[src/rtl/fractal_sync_root.sv]
// Root responder of the fractal sync tree: one IDLE/DELAY/WAKE responder per port
// with level check, forced-error injection, bounded ack wait and saturating statistics.
module fractal_sync_root #(
  parameter int unsigned N_PORTS     = 1,
  parameter int unsigned LVL_WIDTH   = 1,
  parameter int unsigned ROOT_LVL    = 1,
  parameter int unsigned RESP_LAT    = 1,
  parameter int unsigned ACK_TIMEOUT = 16,
  parameter int unsigned CNT_WIDTH   = 16
) (
  input  logic                         clk_i,
  input  logic                         rstn_i,
  input  logic [N_PORTS-1:0]           sync_i,
  input  logic [N_PORTS*LVL_WIDTH-1:0] level_i,
  input  logic [N_PORTS-1:0]           ack_i,
  input  logic                         err_force_i,
  output logic [N_PORTS-1:0]           wake_o,
  output logic [N_PORTS-1:0]           error_o,
  output logic [N_PORTS-1:0]           timeout_o,
  output logic [CNT_WIDTH-1:0]         sync_cnt_o,
  output logic [CNT_WIDTH-1:0]         err_cnt_o
);

  localparam int unsigned DW = (RESP_LAT > 1) ? $clog2(RESP_LAT) : 1;
  localparam int unsigned TW = (ACK_TIMEOUT > 1) ? $clog2(ACK_TIMEOUT) : 1;
  localparam int unsigned PW = $clog2(N_PORTS + 1);
  localparam logic [LVL_WIDTH-1:0] ROOT_LVL_L = LVL_WIDTH'(ROOT_LVL);
  localparam logic [DW-1:0]        DLY_INIT   = DW'(RESP_LAT - 1);
  localparam logic [TW-1:0]        TO_LAST    = TW'((ACK_TIMEOUT > 0) ? ACK_TIMEOUT - 1 : 0);
  localparam bit                   TO_EN      = (ACK_TIMEOUT > 0);

  typedef enum logic [1:0] {S_IDLE, S_DELAY, S_WAKE} state_e;

  logic [N_PORTS-1:0] w_accept;
  logic [N_PORTS-1:0] w_acc_err;

  for (genvar p = 0; p < N_PORTS; p++) begin : g_port
    state_e               r_state;
    state_e               w_state_nxt;
    logic                 r_armed;
    logic                 r_resp_err;
    logic                 r_timeout;
    logic [DW-1:0]        r_dly_cnt;
    logic [TW-1:0]        r_to_cnt;
    logic                 w_timeout_evt;
    logic                 w_wake;
    logic                 w_error;
    logic [LVL_WIDTH-1:0] w_level;

    assign w_level      = level_i[p*LVL_WIDTH +: LVL_WIDTH];
    assign w_accept[p]  = (r_state == S_IDLE) && sync_i[p] && r_armed;
    assign w_acc_err[p] = w_accept[p] && ((w_level != ROOT_LVL_L) || err_force_i);

    always_ff @(posedge clk_i or negedge rstn_i) begin
      if (!rstn_i) begin
        r_state    <= S_IDLE;
        r_armed    <= 1'b1;
        r_resp_err <= 1'b0;
        r_timeout  <= 1'b0;
        r_dly_cnt  <= '0;
        r_to_cnt   <= '0;
      end else begin
        r_state <= w_state_nxt;
        // A request held high across completion must drop for one edge before re-accept
        if (!sync_i[p])
          r_armed <= 1'b1;
        else if (w_accept[p])
          r_armed <= 1'b0;
        if (w_accept[p]) begin
          r_resp_err <= w_acc_err[p];
          r_dly_cnt  <= DLY_INIT;
        end else if (r_state == S_DELAY) begin
          r_dly_cnt <= r_dly_cnt - DW'(1);
        end
        if (r_state == S_WAKE)
          r_to_cnt <= r_to_cnt + TW'(1);
        else
          r_to_cnt <= '0;
        if (w_timeout_evt)
          r_timeout <= 1'b1;
      end
    end

    always_comb begin
      w_state_nxt   = r_state;
      w_timeout_evt = 1'b0;
      case (r_state)
        S_IDLE:  if (w_accept[p]) w_state_nxt = (RESP_LAT == 1) ? S_WAKE : S_DELAY;
        S_DELAY: if (r_dly_cnt == DW'(1)) w_state_nxt = S_WAKE;
        S_WAKE: begin
          if (ack_i[p]) begin
            w_state_nxt = S_IDLE;
          end else if (TO_EN && (r_to_cnt == TO_LAST)) begin
            w_state_nxt   = S_IDLE;
            w_timeout_evt = 1'b1;
          end
        end
        default: w_state_nxt = S_IDLE;
      endcase
    end

    always_comb begin
      w_wake  = (r_state == S_WAKE);
      w_error = w_wake && r_resp_err;
    end

    assign wake_o[p]    = w_wake;
    assign error_o[p]   = w_error;
    assign timeout_o[p] = r_timeout;
  end

  logic [PW-1:0] w_acc_pop;
  logic [PW-1:0] w_err_pop;

  always_comb begin
    w_acc_pop = '0;
    w_err_pop = '0;
    for (int unsigned i = 0; i < N_PORTS; i++) begin
      w_acc_pop = w_acc_pop + PW'(w_accept[i]);
      w_err_pop = w_err_pop + PW'(w_acc_err[i]);
    end
  end

  function automatic logic [CNT_WIDTH-1:0] sat_add(input logic [CNT_WIDTH-1:0] a,
                                                   input logic [PW-1:0] b);
    logic [CNT_WIDTH+PW-1:0] s;
    s = {{PW{1'b0}}, a} + {{CNT_WIDTH{1'b0}}, b};
    if (s > {{PW{1'b0}}, {CNT_WIDTH{1'b1}}})
      return '1;
    return s[CNT_WIDTH-1:0];
  endfunction

  logic [CNT_WIDTH-1:0] r_sync_cnt;
  logic [CNT_WIDTH-1:0] r_err_cnt;

  always_ff @(posedge clk_i or negedge rstn_i) begin
    if (!rstn_i) begin
      r_sync_cnt <= '0;
      r_err_cnt  <= '0;
    end else begin
      r_sync_cnt <= sat_add(r_sync_cnt, w_acc_pop);
      r_err_cnt  <= sat_add(r_err_cnt, w_err_pop);
    end
  end

  assign sync_cnt_o = r_sync_cnt;
  assign err_cnt_o  = r_err_cnt;

endmodule
[config.mk]
export PLATFORM = sky130hd
export DESIGN_NAME = fractal_sync_root
export DESIGN_NICKNAME = d
export VERILOG_FILES = /design/src/rtl/fractal_sync_root.sv
export SDC_FILE = /design/constraint.sdc
export NUM_CORES = 1
export LEC_CHECK = 0
export ABC_AREA = 1
export ABC_CLOCK_PERIOD_IN_PS = 6500
export BUFFER_PORTS_ARGS = -buffer_cell sky130_fd_sc_hd__buf_4
export CAP_MARGIN = 25
export CORE_AREA = 2 2 82 65
export DETAILED_ROUTE_END_ITERATION = 10
export DIE_AREA = 0 0 84 67
export PLACE_DENSITY = 0.62
export SKIP_LAST_GASP = 1
export SLEW_MARGIN = 20
export SYNTH_ARGS = -nofsm -noshare
export SYNTH_HDL_FRONTEND = slang
export SYNTH_SLANG_ARGS = --single-unit
export TNS_END_PERCENT = 30
[constraint.sdc]
create_clock -name clk_i -period 6.5 [get_ports clk_i]
set_clock_uncertainty 0.2 [all_clocks]
set_input_delay 0.65 -clock clk_i [delete_from_list [all_inputs] [get_ports clk_i]]
set_output_delay 0.65 -clock clk_i [all_outputs]
set_load 0.005 [all_outputs]
== Word-level counts from Yosys, hierarchy flattened ==
Cells that the tools add are included.

* Register bits after elaboration: 42
* Input bits: 6
* Output and inout port bits: 35
* Logic and storage cells: 49

* Add/sub/neg operators: 4
* Magnitude comparators: 2
* Equality and inequality tests: 7
* Mux-type cells: 19
* Bitwise gates (word level): 1
* Reduce and logical (&&, ||, !) cells: 8

{| class="wikitable"
|+ Operators by type and width
! cell !! count
|-
| 16-bit two-way mux || 4
|-
| 16-bit by 1-bit adder with 17-bit output || 2
|-
| 17-bit by 16-bit greater-than comparator with 1-bit output (second input constant) || 2
|-
| 1-bit two-way mux || 9
|-
| 2-bit two-way mux || 4
|-
| 2-bit one-hot mux with 3 select lines || 1
|-
| 4-bit by 1-bit adder with 4-bit output (second input constant) || 1
|-
| 4-bit == test (second input constant) || 1
|-
| 1-bit logical AND || 4
|-
| 4-bit two-way mux || 1
|-
| 2-bit != test (second input constant) || 2
|-
| 3-bit by 2-bit != test with 1-bit output (second input constant) || 1
|-
| 3-bit AND reduction || 1
|-
| 2-bit by 1-bit == test with 1-bit output (second input constant) || 1
|-
| 2-bit == test (second input constant) || 1
|-
| 2-bit logical NOT || 1
|-
| 2-bit by 1-bit != test with 1-bit output (second input constant) || 1
|-
| 2-bit nonzero test || 1
|-
| 1-bit logical OR || 1
|-
| 1-bit NOT || 1
|-
| 1-bit subtractor (second input constant) || 1
|}

== Depth between registers and ports, before layout ==
* Depth in word-level cells: 8
* Depth in mapped cells: 14
* Depth with buffers taken out: 14

== Least setup slack after synthesis ==
OpenSTA, ideal clock, no wires.

* Kind: input to register
* Start point: input sync_i
* End point: register r_err_cnt[11] (netlist: err_cnt_o[11])
* Library setup time: 65 ps
* Arrival: 1940 ps
* Data required time: 6235 ps
* Slack: 4294 ps
* Stages on the path: 11
* Path buffers: 1
* Cell sequence: nand3_1 > inv_1 > nand2_1 > inv_1 > ha_1 > ha_1 > inv_1 > nor2_2 > nand4_1 > buf_2 > nand2_1

* Word-level cells in the longest chain between the ends: 7

{| class="wikitable"
|+ RTL lines
! element !! line !! RTL
|-
| start, declared || 13 || <nowiki>input logic [N_PORTS-1:0] sync_i,</nowiki>
|-
| 1-bit logical AND * (2 in series) || 51 || <nowiki>assign w_accept[p] = (r_state == S_IDLE) && sync_i[p] && r_armed;</nowiki>
|-
| net w_acc_pop || 112 || <nowiki>logic [PW-1:0] w_acc_pop;</nowiki>
|-
| 1-bit logical AND * || 52 || <nowiki>assign w_acc_err[p] = w_accept[p] && ((w_level != ROOT_LVL_L) || err_force_i);</nowiki>
|-
| net w_acc_err || 35 || <nowiki>logic [N_PORTS-1:0] w_acc_err;</nowiki>
|-
| 16-bit by 1-bit adder with 17-bit output * || 127 || <nowiki>s = {{PW{1'b0}}, a} + {{CNT_WIDTH{1'b0}}, b};</nowiki>
|-
| 17-bit by 16-bit greater-than comparator with 1-bit output || 128 || <nowiki>if (s > {{PW{1'b0}}, {CNT_WIDTH{1'b1}}})</nowiki>
|-
| 1-bit two-way mux || 128 ||
|-
| 16-bit two-way mux * || 130 || <nowiki>return s[CNT_WIDTH-1:0];</nowiki>
|-
| end signal, assigned || 142 || <nowiki>r_err_cnt <= sat_add(r_err_cnt, w_err_pop);</nowiki>
|-
| end, declared || 134 || <nowiki>logic [CNT_WIDTH-1:0] r_err_cnt;</nowiki>
|}

The timed path passes the listed nets; every way through them passes the cells marked *.
A chain may end at the register's enable or synchronous reset.

== Worst setup path after layout ==
* Start point: register g_port[0].r_state[1]
* End point: register r_err_cnt[5] (netlist: err_cnt_o[5])

* Word-level cells in the longest chain between the ends: 8

{| class="wikitable"
|+ RTL lines
! element !! line !! RTL
|-
| start, declared || 38 || <nowiki>state_e r_state;</nowiki>
|-
| start signal, assigned || 63 || <nowiki>r_state <= w_state_nxt;</nowiki>
|-
| 2-bit logical NOT * || 51 ||
|-
| 1-bit logical AND * (2 in series) || 51 ||
|-
| net w_acc_pop || 112 ||
|-
| 1-bit logical AND * || 52 ||
|-
| net w_acc_err || 35 ||
|-
| 16-bit by 1-bit adder with 17-bit output * || 127 ||
|-
| 17-bit by 16-bit greater-than comparator with 1-bit output || 128 ||
|-
| 1-bit two-way mux || 128 ||
|-
| 16-bit two-way mux * || 130 ||
|}

Marks and branches as above.

==> run metrics <==
status=finished clean; final hold vios=0; CTS tree=built; crit path cell chain=inv_1, nand3_1, inv_1, nand2_1, inv_1, ha_1, ha_1, inv_1, nor2_2, nand4_1, nand2_1; Placer Congestion=between 0.7 and 0.8; crit path time final=about 2.6 ns; Least-Margin Pin Slew=roughly 0.56 ns; commonest non-fill, non-tap cell in the layout=nand2_1; worst min-delay path category=primary input to async pin; synthesis-to-finish area growth=21.0%; Power Dens Cells=between 200 and 250 nW/um^2; CORE AREA=~4800 um^2; CP max stage delay=between 0.4 and 0.5 ns; switch share=between 30% and 40%; CP max stage cell=nand4_1; io pins=41; CP Capture Type=register; static leakage=roughly 1.4 nW; Final ANT Viol Nets=0; Via Count=roughly 1800; Slew HR=between 60 and 70%; number of clock sinks=40; Mean Syn Cell Area=a little under 8 um^2; Post-Synthesis Cells=265; initial core utilization=44.0%; Clock Root Buffer=clkbuf_8; largest net degree at the start of global routing=41; mapped cell area=between 2000 and 2500 um^2; Fin Setup TNS=0 ns; register bit total from synthesis=40; worst setup path endpoint=err_cnt_o[5]$_DFF_PN0_; Worst Reg-to-Reg Cells=11; H-tree level count=2; Clock power frac=between 20% and 30%; Fmax=~0.38 GHz; Non-Filler Instances=around 370; First-pass DRT Iterations=4; sequential group share of total power=about 54%; Worst VDD drop=0.194 mV; drt wl/cell=12.3 um; GRT overflow=0; total track usage=a little under a fifth; Vias per Instance=4.88; DR iter-0 viols=37; PortBufs=40; first-pass GRT wire length=8010 um; Comb power frac=roughly 21%; syn_nets=277; Distinct cells, synth=24; Routed WL=between 4000 and 5000 um; Die X=84 um; fin crit share=roughly 40%; CP bufs+invs=4; die area=about 5600 um^2; CTS Buf Count=5; Most common cell on crit path=inv_1; CP top delay family=simple AND/OR/NAND/NOR gates; crit start category=register; Arrival @ worst endpoint=between 2 and 3 ns; Rows=22; Syn. warnings=0; post-cts gate resize count=0; drc violations=0; critical path type=register to register; worst skew pair latency=around 0.3 ns; Internal=about 0.43 mW; deepest clock path buffer count=2; number of global-route vias before repair=about 1800; Worst path depth=11; worst slack, placed=~3.7 ns; dpl cells=approximately 360; share of cells above drive strength 1=a little under a fifth; Seq/Total Area, Yosys=a little under half; number of antenna violations at the first check in global routing=0; CP Launch Point=g_port[0].r_state[1]$_DFFE_PN0P_; fin worst setup slack=3.89 ns; most frequent cells in the layout=101 x nand2_1, 40 x buf_4, 39 x dfrtp_1, 31 x nor2_1, 26 x inv_1; Setup Buffers After CTS=0; Switch Pwr=approximately 0.19 mW; FF-to-FF Start=g_port[0].r_state[1]$_DFFE_PN0P_; n_diodes=0; max-slew violations=0; Die Y=roughly 67 um; crit path max fanout=13; Core Util, Final=53.2%; Nets=roughly 320; Critical Path RT=about 6.5 ns; clock slew at reported path FFs=0.07 ns; Reg-to-Reg End=err_cnt_o[5]$_DFF_PN0_; reg-to-reg setup timing slack=between 3 and 4 ns; count of final setup violators=0; Max-cap violations=0; Hold Buf Count CTS=0; RSZ-0062 raised after global routing=no; DPL Wire Length=around 3400 um
metrics by stage:
step | hold slack (ns) | power, mW | cell area (um^2)
floorplan | 0.154 | 0.392 | 2090
global placement | 0.251 | 0.466 | 2450
detailed placement | 0.249 | 0.469 | 2450
CTS | 0.140 | 0.630 | 2530
global route | 0.165 | 0.668 | 2530
finish | 0.126 | 0.622 | 2530
worst reg2reg max path: cells and delay by family, from the launching register on:
family / cells / cell delay, ns
AND/OR/NAND/NOR: 5 / 1.08
flip-flops: 1 / 0.46
adder cells (fa/ha/maj): 2 / 0.42
buffers and inverters: 4 / 0.39
Yosys cell counts, drive strengths merged:
cell,instances,area share (%)
o21bai,3,1.1
inv,27,4.8
nand4,7,2.1
dfstp,1,1.3
xor2,9,3.8
a21o,1,0.36
a21oi,2,0.48
o31ai,1,0.36
nand3,13,3.7
nor2,36,7.3
nand2,103,19
ha,6,3.6
dfrtp,39,47
nor3,2,0.48
o21ai,6,1.4
buf,2,0.78
xnor2,7,2.9
cells by family (layout without fill, tap and decap cells):
| group | after synthesis | in the layout | share of synthesized area [%] |
|---|---|---|---|
| AOI/OAI and AO/OA | 13 | 13 | 3.71 |
| xor gates and xnor gates | 16 | 16 | 6.69 |
| adders and majority gates | 6 | 6 | 3.59 |
| buffers and inverters | 29 | 75 | 5.62 |
| DFF | 40 | 40 | 47.9 |
| and+or+nand+nor | 161 | 161 | 32.5 |
registers in the layout, indices dropped and copies added (netlist names):
signal	cells
err_cnt_o	16
g_port.r_armed	1
g_port.r_resp_err	1
g_port.r_state	1
g_port.r_to_cnt	4
sync_cnt_o	16
timeout_o	1
how the worst min path moves through the flow:
stage / cells after the start / startpoint / end
final: 1 / rstn_i / sync_cnt_o[14]$_DFF_PN0_
after global routing: 1 / rstn_i / sync_cnt_o[4]$_DFF_PN0_
after CTS: 1 / rstn_i / sync_cnt_o[5]$_DFF_PN0_
after detailed placement: 1 / timeout_o$_DFFE_PN0P_ / timeout_o$_DFFE_PN0P_
after global placement: 1 / g_port[0].r_to_cnt[0]$_DFF_PN0_ / g_port[0].r_to_cnt[0]$_DFF_PN0_
after floorplan: 0 / rstn_i / err_cnt_o[0]$_DFF_PN0_
per-layer routing:
layer / track usage (%) / wire length, um / vias to the layer above
met5: 0 / 0 / -
met4: 6.65 / 73 / 0
met3: 4.58 / 289 / 8
met2: 28.4 / 1800 / 51
met1: 25.3 / 2400 / 836
li1: - / - / 917
power groups by stage:
stage	logic [mW]	registers, mW	clock network (mW)
floorplan	0.0626	0.329	0
finish	0.129	0.332	0.161
global route	0.151	0.340	0.177
CTS	0.133	0.333	0.164
global placement	0.128	0.338	0
detailed placement	0.132	0.337	0
final cells by class:
type | count | area (um^2)
clock inverters | 1 | 5.00
clock buffers | 7 | 76.3
repair buffers | 40 | 300
well taps | 60 | 75.1
flip-flops and latches | 40 | 1000
multi-input cells | 196 | 973
inverters | 27 | 101
fillers | 498 | 2230
Power figures use the tool's default switching activity.
